## src/rtl/mult_arbiter.sv

```systemverilog
// Round-robin arbiter sharing one sequential multiplier between NUM_REQ requesters.
// Optional watchdog on the m_done wait is built when MULT_ARB_TIMEOUT_EN is defined.
module mult_arbiter #(
  parameter int NUM_REQ        = 3,
  parameter int A_WIDTH        = 9,
  parameter int B_WIDTH        = 9,
  parameter int TIMEOUT_CYCLES = 64
) (
  input  logic                         clk,
  input  logic                         rst,
  input  logic [NUM_REQ-1:0]           req,
  input  logic [NUM_REQ*A_WIDTH-1:0]   a_in,
  input  logic [NUM_REQ*B_WIDTH-1:0]   b_in,
  output logic [NUM_REQ-1:0]           gnt,
  output logic [NUM_REQ-1:0]           done,
  output logic [A_WIDTH+B_WIDTH-1:0]   p_out,
  output logic                         err,
  output logic [A_WIDTH-1:0]           m_a,
  output logic [B_WIDTH-1:0]           m_b,
  output logic                         m_en,
  input  logic                         m_done,
  input  logic [A_WIDTH+B_WIDTH-1:0]   m_p
);

  localparam int IDX_W   = (NUM_REQ > 1) ? $clog2(NUM_REQ) : 1;
  localparam int P_WIDTH = A_WIDTH + B_WIDTH;

  typedef enum logic [1:0] {IDLE, ISSUE, WAIT, RESP} state_t;

  if (NUM_REQ < 2 || NUM_REQ > 8 || TIMEOUT_CYCLES < 1) begin : g_bad_cfg
    $error("mult_arbiter: unsupported parameter set");
  end

  state_t               state_reg, state_next;
  logic [NUM_REQ-1:0]   gnt_reg, gnt_next;
  logic [NUM_REQ-1:0]   done_reg, done_next;
  logic [P_WIDTH-1:0]   p_reg, p_next;
  logic [A_WIDTH-1:0]   ma_reg, ma_next;
  logic [B_WIDTH-1:0]   mb_reg, mb_next;
  logic                 men_reg, men_next;
  logic [IDX_W-1:0]     idx_reg, idx_next;
  logic [IDX_W-1:0]     ptr_reg, ptr_next;
  logic                 err_next;

  // Unpacked per-requester operand views
  logic [A_WIDTH-1:0] a_slice [NUM_REQ];
  logic [B_WIDTH-1:0] b_slice [NUM_REQ];

  for (genvar gi = 0; gi < NUM_REQ; gi++) begin : g_slice
    assign a_slice[gi] = a_in[gi*A_WIDTH +: A_WIDTH];
    assign b_slice[gi] = b_in[gi*B_WIDTH +: B_WIDTH];
  end

  // Search upward from ptr+1, wrapping, for the first pending request
  logic [IDX_W-1:0] sel;
  logic             found;
  logic [IDX_W:0]   cand;

  always_comb begin
    sel   = '0;
    found = 1'b0;
    cand  = '0;
    for (int k = 1; k <= NUM_REQ; k++) begin
      cand = {1'b0, ptr_reg} + (IDX_W+1)'(k);
      if (cand >= (IDX_W+1)'(NUM_REQ)) cand = cand - (IDX_W+1)'(NUM_REQ);
      if (!found && req[cand[IDX_W-1:0]]) begin
        sel   = cand[IDX_W-1:0];
        found = 1'b1;
      end
    end
  end

`ifdef MULT_ARB_TIMEOUT_EN
  localparam int CNT_W = $clog2(TIMEOUT_CYCLES + 1);
  logic [CNT_W-1:0] cnt_reg, cnt_next;
  logic             err_reg;
  logic             timeout;
  assign timeout = (cnt_reg == CNT_W'(TIMEOUT_CYCLES - 1));
`endif

  always_comb begin
    state_next = state_reg;
    gnt_next   = gnt_reg;
    done_next  = '0;
    p_next     = p_reg;
    ma_next    = ma_reg;
    mb_next    = mb_reg;
    men_next   = 1'b0;
    idx_next   = idx_reg;
    ptr_next   = ptr_reg;
    err_next   = 1'b0;
`ifdef MULT_ARB_TIMEOUT_EN
    cnt_next   = cnt_reg;
`endif
    case (state_reg)
      IDLE: begin
        if (found) begin
          gnt_next   = {{(NUM_REQ-1){1'b0}}, 1'b1} << sel;
          idx_next   = sel;
          ma_next    = a_slice[sel];
          mb_next    = b_slice[sel];
          men_next   = 1'b1;
          state_next = ISSUE;
        end
      end
      ISSUE: begin
        state_next = WAIT;
`ifdef MULT_ARB_TIMEOUT_EN
        cnt_next   = '0;
`endif
      end
      WAIT: begin
        if (m_done) begin
          p_next     = m_p;
          done_next  = gnt_reg;
          state_next = RESP;
        end
`ifdef MULT_ARB_TIMEOUT_EN
        else if (timeout) begin
          err_next   = 1'b1;
          done_next  = gnt_reg;
          state_next = RESP;
        end
        if (cnt_reg != CNT_W'(TIMEOUT_CYCLES)) cnt_next = cnt_reg + 1'b1;
`endif
      end
      RESP: begin
        gnt_next   = '0;
        ptr_next   = idx_reg;
        state_next = IDLE;
      end
      default: state_next = IDLE;
    endcase
  end

  always_ff @(posedge clk) begin
    if (rst) begin
      state_reg <= IDLE;
      gnt_reg   <= '0;
      done_reg  <= '0;
      p_reg     <= '0;
      ma_reg    <= '0;
      mb_reg    <= '0;
      men_reg   <= 1'b0;
      idx_reg   <= '0;
      ptr_reg   <= IDX_W'(NUM_REQ - 1);
    end else begin
      state_reg <= state_next;
      gnt_reg   <= gnt_next;
      done_reg  <= done_next;
      p_reg     <= p_next;
      ma_reg    <= ma_next;
      mb_reg    <= mb_next;
      men_reg   <= men_next;
      idx_reg   <= idx_next;
      ptr_reg   <= ptr_next;
    end
  end

`ifdef MULT_ARB_TIMEOUT_EN
  always_ff @(posedge clk) begin
    if (rst) begin
      cnt_reg <= '0;
      err_reg <= 1'b0;
    end else begin
      cnt_reg <= cnt_next;
      err_reg <= err_next;
    end
  end
  assign err = err_reg;
`else
  logic unused_err;
  assign unused_err = err_next;
  assign err        = 1'b0;
`endif

  assign gnt   = gnt_reg;
  assign done  = done_reg;
  assign p_out = p_reg;
  assign m_a   = ma_reg;
  assign m_b   = mb_reg;
  assign m_en  = men_reg;

endmodule
```

## config.mk

```make
export PLATFORM = sky130hd
export DESIGN_NAME = mult_arbiter
export DESIGN_NICKNAME = d
export VERILOG_FILES = /design/src/rtl/mult_arbiter.sv
export SDC_FILE = /design/constraint.sdc
export NUM_CORES = 1
export LEC_CHECK = 0
export ABC_CLOCK_PERIOD_IN_PS = 5400
export BUFFER_PORTS_ARGS = -buffer_cell sky130_fd_sc_hd__buf_2
export CAP_MARGIN = 20
export CORE_ASPECT_RATIO = 0.5
export CORE_MARGIN = 2
export CORE_UTILIZATION = 30
export CTS_BUF_LIST = sky130_fd_sc_hd__clkbuf_4 sky130_fd_sc_hd__clkbuf_8
export CTS_CLUSTER_DIAMETER = 50
export DETAILED_ROUTE_END_ITERATION = 16
export PLACE_DENSITY = 0.59
export SETUP_SLACK_MARGIN = 0.3
export SYNTH_ARGS = -nofsm -noshare
export SYNTH_HDL_FRONTEND = slang
export SYNTH_SLANG_ARGS = --single-unit
```

## constraint.sdc

```tcl
create_clock -name clk -period 5.4 [get_ports clk]
set_input_delay 0.54 -clock clk [delete_from_list [all_inputs] [get_ports clk]]
set_output_delay 0.54 -clock clk [all_outputs]
set_load 0.05 [all_outputs]
```

======== Yosys cells after proc, flatten, opt, wreduce, memory -nomap -nowiden ========
Index checks and enable logic that the tools add are counted.
Widths: inputs -> output; s select.
cells by class
  bitwise gates (word level) .............. 4
  reductions and logical operators ........ 12
  $add $sub $neg .......................... 6
  shifts and indexed selects .............. 1
  order comparisons ....................... 7
  mux-type cells .......................... 27
  equality and inequality tests ........... 5
operators with widths
  operator             count
  $bmux 9 s2           2
  $mux 9               4
  $mux 2               8
  $ge 3x2->1 const B   3
  $lt 2x3->1 const B   3
  $pmux 2 s4           1
  $reduce_and 2->1     4
  $mux 1               7
  $add 2x2->3 const B  2
  $bmux 1 s2           3
  $pmux 3 s2           1
  $sub 2x2->2 const B  3
  $eq 2x2->1 const B   2
  $ne 2x2->1 const B   2
  $add 2x1->3 const B  1
  $ge 3x3->1 const B   1
  $mux 3               1
  $not 1->1            3
  $not 2->3            1
  $reduce_or 3->1      1
  $shl 1x2->3 const A  1
  $eq 2x1->1 const B   1
  $logic_and 1x1->1    2
  $logic_not 1->1      2
  3 further kinds      3
word-level totals
  word-level logic and storage cells ...... 71
  register bits ........................... 49
  output and inout port bits .............. 44

======== Longest topological paths before layout ========
  word-level depth ........................ 16
  gate-level depth with buffers ........... 9
  gate-level depth less buffers ........... 7

======== Least setup slack after synthesis ========
No wires, ideal clock.
  path kind ............................... register -> register
  start point ............................. register ptr_reg[0]
  end point ............................... register gnt_reg[0] (netlist: gnt[0])
  arrival time ............................ 2.117 ns
  data required time ...................... 5.316 ns
  cell stages (with the launch flop) ...... 10
  period minus slack after synthesis ...... 2.201 ns
  setup slack ............................. 3.199 ns
  cells stage by stage .................... dfxtp_1 inv_1 ha_1 buf_4 and4bb_1 o21ai_2 nand2_1 a311o_1 buf_2 o31ai_2
between the ends
  cells in the longest elaborated chain, start to end .. 15
RTL lines
  what                                       RTL line  text
  start: declaration                         42        logic [IDX_W-1:0] ptr_reg, ptr_next;
  start signal: assignment                   146       ptr_reg <= IDX_W'(NUM_REQ - 1);
  start signal: assignment                   156       ptr_reg <= ptr_next;
  $add 2x1->3                                64        cand = {1'b0, ptr_reg} + (IDX_W+1)'(k);
  $ge 3x2->1 or $sub 2x2->2 (tied branches)  65        if (cand >= (IDX_W+1)'(NUM_REQ)) cand = cand - (IDX_W+1)'(NUM_REQ);
  $mux 2                                     65
  $bmux 1 s2                                 66        if (!found && req[cand[IDX_W-1:0]]) begin
  $mux 1 (implied by the code)               66
  $mux 1                                     66
  $logic_not 1->1                            66
  $logic_and 1x1->1                          66
  $mux 1                                     66
  $logic_not 1->1                            66
  $logic_and 1x1->1                          66
  $mux 2                                     66
  $shl 1x2->3                                98        gnt_next = {{(NUM_REQ-1){1'b0}}, 1'b1} << sel;
  $mux 3                                     97        if (found) begin
  $pmux 3 s2                                 95        case (state_reg)
  end signal: assignment                     149       gnt_reg <= gnt_next;
  end: declaration                           35        logic [NUM_REQ-1:0] gnt_reg, gnt_next;
Several ways; a longest one is shown, not always the timed one. The select of a mux whose other input is x is not followed.
A chain may end at the register's enable or synchronous reset.

======== Worst setup path in the final report ========
  start point ............................. register ptr_reg[0]
  end point ............................... register mb_reg[8] (netlist: m_b[8])
between the ends
  cells in the longest elaborated chain, start to end .. 16
RTL lines
  what                                        RTL line  text
  $add 2x1->3                                 64
  $ge 3x2->1 or $sub 2x2->2 (tied branches)   65
  $mux 2                                      65
  $bmux 1 s2                                  66
  $mux 1 (implied by the code)                66
  $mux 1                                      66
  $logic_not 1->1                             66
  $logic_and 1x1->1                           66
  $mux 1                                      66
  $logic_not 1->1                             66
  $logic_and 1x1->1                           66
  $mux 2                                      66
  $not 2->3 (implied by the code)             101       mb_next = b_slice[sel];
  $bmux 9 s2                                  101
  $mux 9 (implied by the code) (2 in series)  101
  end signal: assignment                      153       mb_reg <= mb_next;
  end: declaration                            39        logic [B_WIDTH-1:0] mb_reg, mb_next;
Several ways; a longest one is shown, not always the timed one. The select of a mux whose other input is x is not followed.

==> impl_metrics.py <==
metrics = {
    "synth": {
        "postSynthAreaPerCell_um2": 8.67,
        "synthFlopType": "dfxtp_1",
        "synth_warnings": 0,
        "async_reset_ff_frac": 0,
        "synth_nets": 362,
        "netlist-cell-type-count": 39,
        "ys_seq_elements": 49,
        "synth_cells": 276,
        "synth-edff-count": 0,
        "synth_area_um2": 2390,
        "yosysSeqAreaShare": 0.410,
    },
    "detailed_routing": {
        "wl_met1_um": 3100,
        "routed_via_density": 4.78,
        "drt_iter0_drc": 102,
        "wl_um": 6590,
        "wl_met3_um": 367,
        "wl_per_cell_um": 13.3,
        "firstDrtPassIters": 4,
        "drc": 0,
        "vias": 2365,
        "met2_length_um": 3040,
        "top_layer_used": "met4",
        "postRouteAntennaNets": 0,
    },
    "timing": {
        "rsz0062_at_grt": "no",
        "hold_violations": 0,
        "clock_skew_ps": 6.63,
        "setup_violations": 0,
        "max_freq_mhz": 291,
        "finalCritPeriodShare": 0.636,
        "finalWorstSetupSlack_ps": 1960,
        "drv_slew": 0,
        "period_needed_ps": 3440,
        "tightest_slew_ps": 911,
        "maxSlewHeadroom": 0.392,
        "setup_tns_ps": 0,
    },
    "global_route": {
        "grt.overflow.total": 0,
        "antenna_found_initial": 0,
        "grt_pass1_wl_um": 10200,
        "grt_max_degree": 28,
        "grt_use_total": 0.148,
        "grt_pass1_vias": 2168,
    },
    "final_layout": {
        "stdcell_area_um2": 3150,
        "syn2layout_area_growth_pct": 31.5,
        "fillers": 799,
        "multi_input_area_um2": 1300,
        "final_common_cell": "buf_2",
        "diodes": 0,
        "seqCellArea_um2": 981,
        "largest_reg_flops": 18,
        "fin_nets": 472,
        "drive_gt1_frac": 0.357,
        "layout_common_cells": "buf_2, nand2_1, dfxtp_1",
    },
    "status": {
        "status": "finished, final reports clean",
    },
    "placed_design": {
        "pre_cts_ws_ps": 1990,
        "gp_congestion": 0.799,
        "port_buffers": 120,
        "place_area_um2": 3050,
        "dp.final_hpwl_um": 4710,
    },
    "setup_path": {
        "path_max_fanout": 22,
        "rrSetupSlack_ps": 1960,
        "startpoint": "ptr_reg[0]$_SDFFE_PP0P_",
        "start_kind": "flip-flop",
        "cp-end-kind": "flip-flop",
        "crit_arrival_ps": 3590,
        "cp_data_required_time_ps": 5560,
        "crit_type": "reg2reg",
        "timing.rr.end": "m_b[8]$_SDFFE_PP0P_",
        "worstReg2RegStart": "ptr_reg[0]$_SDFFE_PP0P_",
        "reg2reg_depth": 7,
    },
    "cts": {
        "path_clk_slew_ps": 90,
        "htree_levels": 2,
        "cts_root_buffer": "clkbuf_8",
        "cts_buffer_depth": 2,
        "cts_tree": "yes",
        "clock_sinks": 49,
        "postCtsSetupBuffers": 0,
        "clk_latency_ps": 310,
        "hold_buffers": 0,
        "cts_resized": 0,
        "cts_inserted_buffers": 5,
    },
    "flow_run": {
        "maxCapViolations": 0,
    },
    "pwr": {
        "ir_worst_vdd_uv": 146,
        "p_per_area_nw_per_um2": 466,
        "leakage_nw": 1.44,
        "total_power_mw": 1.47,
    },
    "hold_path": {
        "holdPathStages": 2,
        "hold_path.class": "reg2reg",
        "hold_path_end": "p_out[0]$_SDFFE_PP0P_",
        "holdCritStartpoint": "p_out[0]$_SDFFE_PP0P_",
    },
    "floorplan": {
        "dieArea_um2": 8750,
        "io_pins": 122,
        "die_x_um": 130,
        "fp.dieH_um": 67.1,
        "num_rows": 22,
        "core_um2": 7510,
        "initial_core_util": 0.318,
    },
}
-- worst max-delay path by stage --
stage                          endpoint  slack (ps)  cells after the start
floorplan           gnt[0]$_SDFFE_PP0P_        3200                      9
finish              m_b[8]$_SDFFE_PP0P_        1960                      7
detailed placement  m_a[6]$_SDFFE_PP0P_        1990                      7
CTS                 m_a[6]$_SDFFE_PP0P_        1960                      7
global placement    m_a[4]$_SDFFE_PP0P_        2000                      7
global route        m_a[3]$_SDFFE_PP0P_        1680                      7
-- critical path: stages (launching register included) --
cell and delay (ps):
dfxtp_1 470, inv_1 140, ha_1 530, mux2i_1 270
o221ai_2 150, o21ai_2 730, a311o_1 800, o211ai_1 190
-- layout make-up --
| class | count | share of cell area |
|---|---|---|
| clock buffers | 8 | 0.0290 |
| inverters | 7 | 0.00835 |
| multi-input cells | 201 | 0.412 |
| flip-flops and latches | 49 | 0.312 |
| well taps | 108 | 0.0430 |
| repair buffers | 122 | 0.196 |
-- per-layer routing --
metal  up-vias  GRT usage
met1      1081      0.190
li1       1202          -
met4         0     0.0457
met3         8     0.0317
met2        74      0.255
met5         -          0
-- Yosys cell counts, types with 2 or more instances --
cell	count	area share
a21oi_1	20	0.042
a31oi_1	3	0.0078
and2_1	2	0.0052
and3_1	3	0.0078
buf_2	4	0.0084
buf_4	4	0.013
clkbuf_1	10	0.016
dfxtp_1	49	0.41
ha_1	8	0.042
inv_1	6	0.0094
mux2i_1	25	0.10
nand2_1	49	0.077
nand2b_1	2	0.0052
nand3_1	38	0.079
nor2_1	4	0.0063
nor2b_1	3	0.0078
o211ai_1	19	0.060
o21ai_0	3	0.0063
o21ai_1	2	0.0042
o21ai_2	2	0.0073
o31ai_1	2	0.0063
-- cell families after synthesis --
kind of cell,Yosys count,share of synthesized area
muxes,25,0.105
buffers and inverters,26,0.0497
other,1,0.00157
adders and majority gates,8,0.0418
DFF,49,0.410
and+or+nand+nor,106,0.208
AOI/OAI and AO/OA,61,0.184
-- power breakdown --
group | switching, mW | internal [mW] | total, mW
Combinational | 0.534 | 0.200 | 0.734
Sequential | 0.0506 | 0.454 | 0.505
Clock | 0.121 | 0.107 | 0.228
Total | 0.705 | 0.762 | 1.47
-- per-stage QoR --
step	hold WS, ps	util	instances
finish	451	0.419	495
global route	463	0.419	495
CTS	453	0.419	495
detailed placement	445	0.406	487
global placement	440	0.406	487
floorplan	442	-	276
Note: power is estimated with default switching activity, not from simulation.
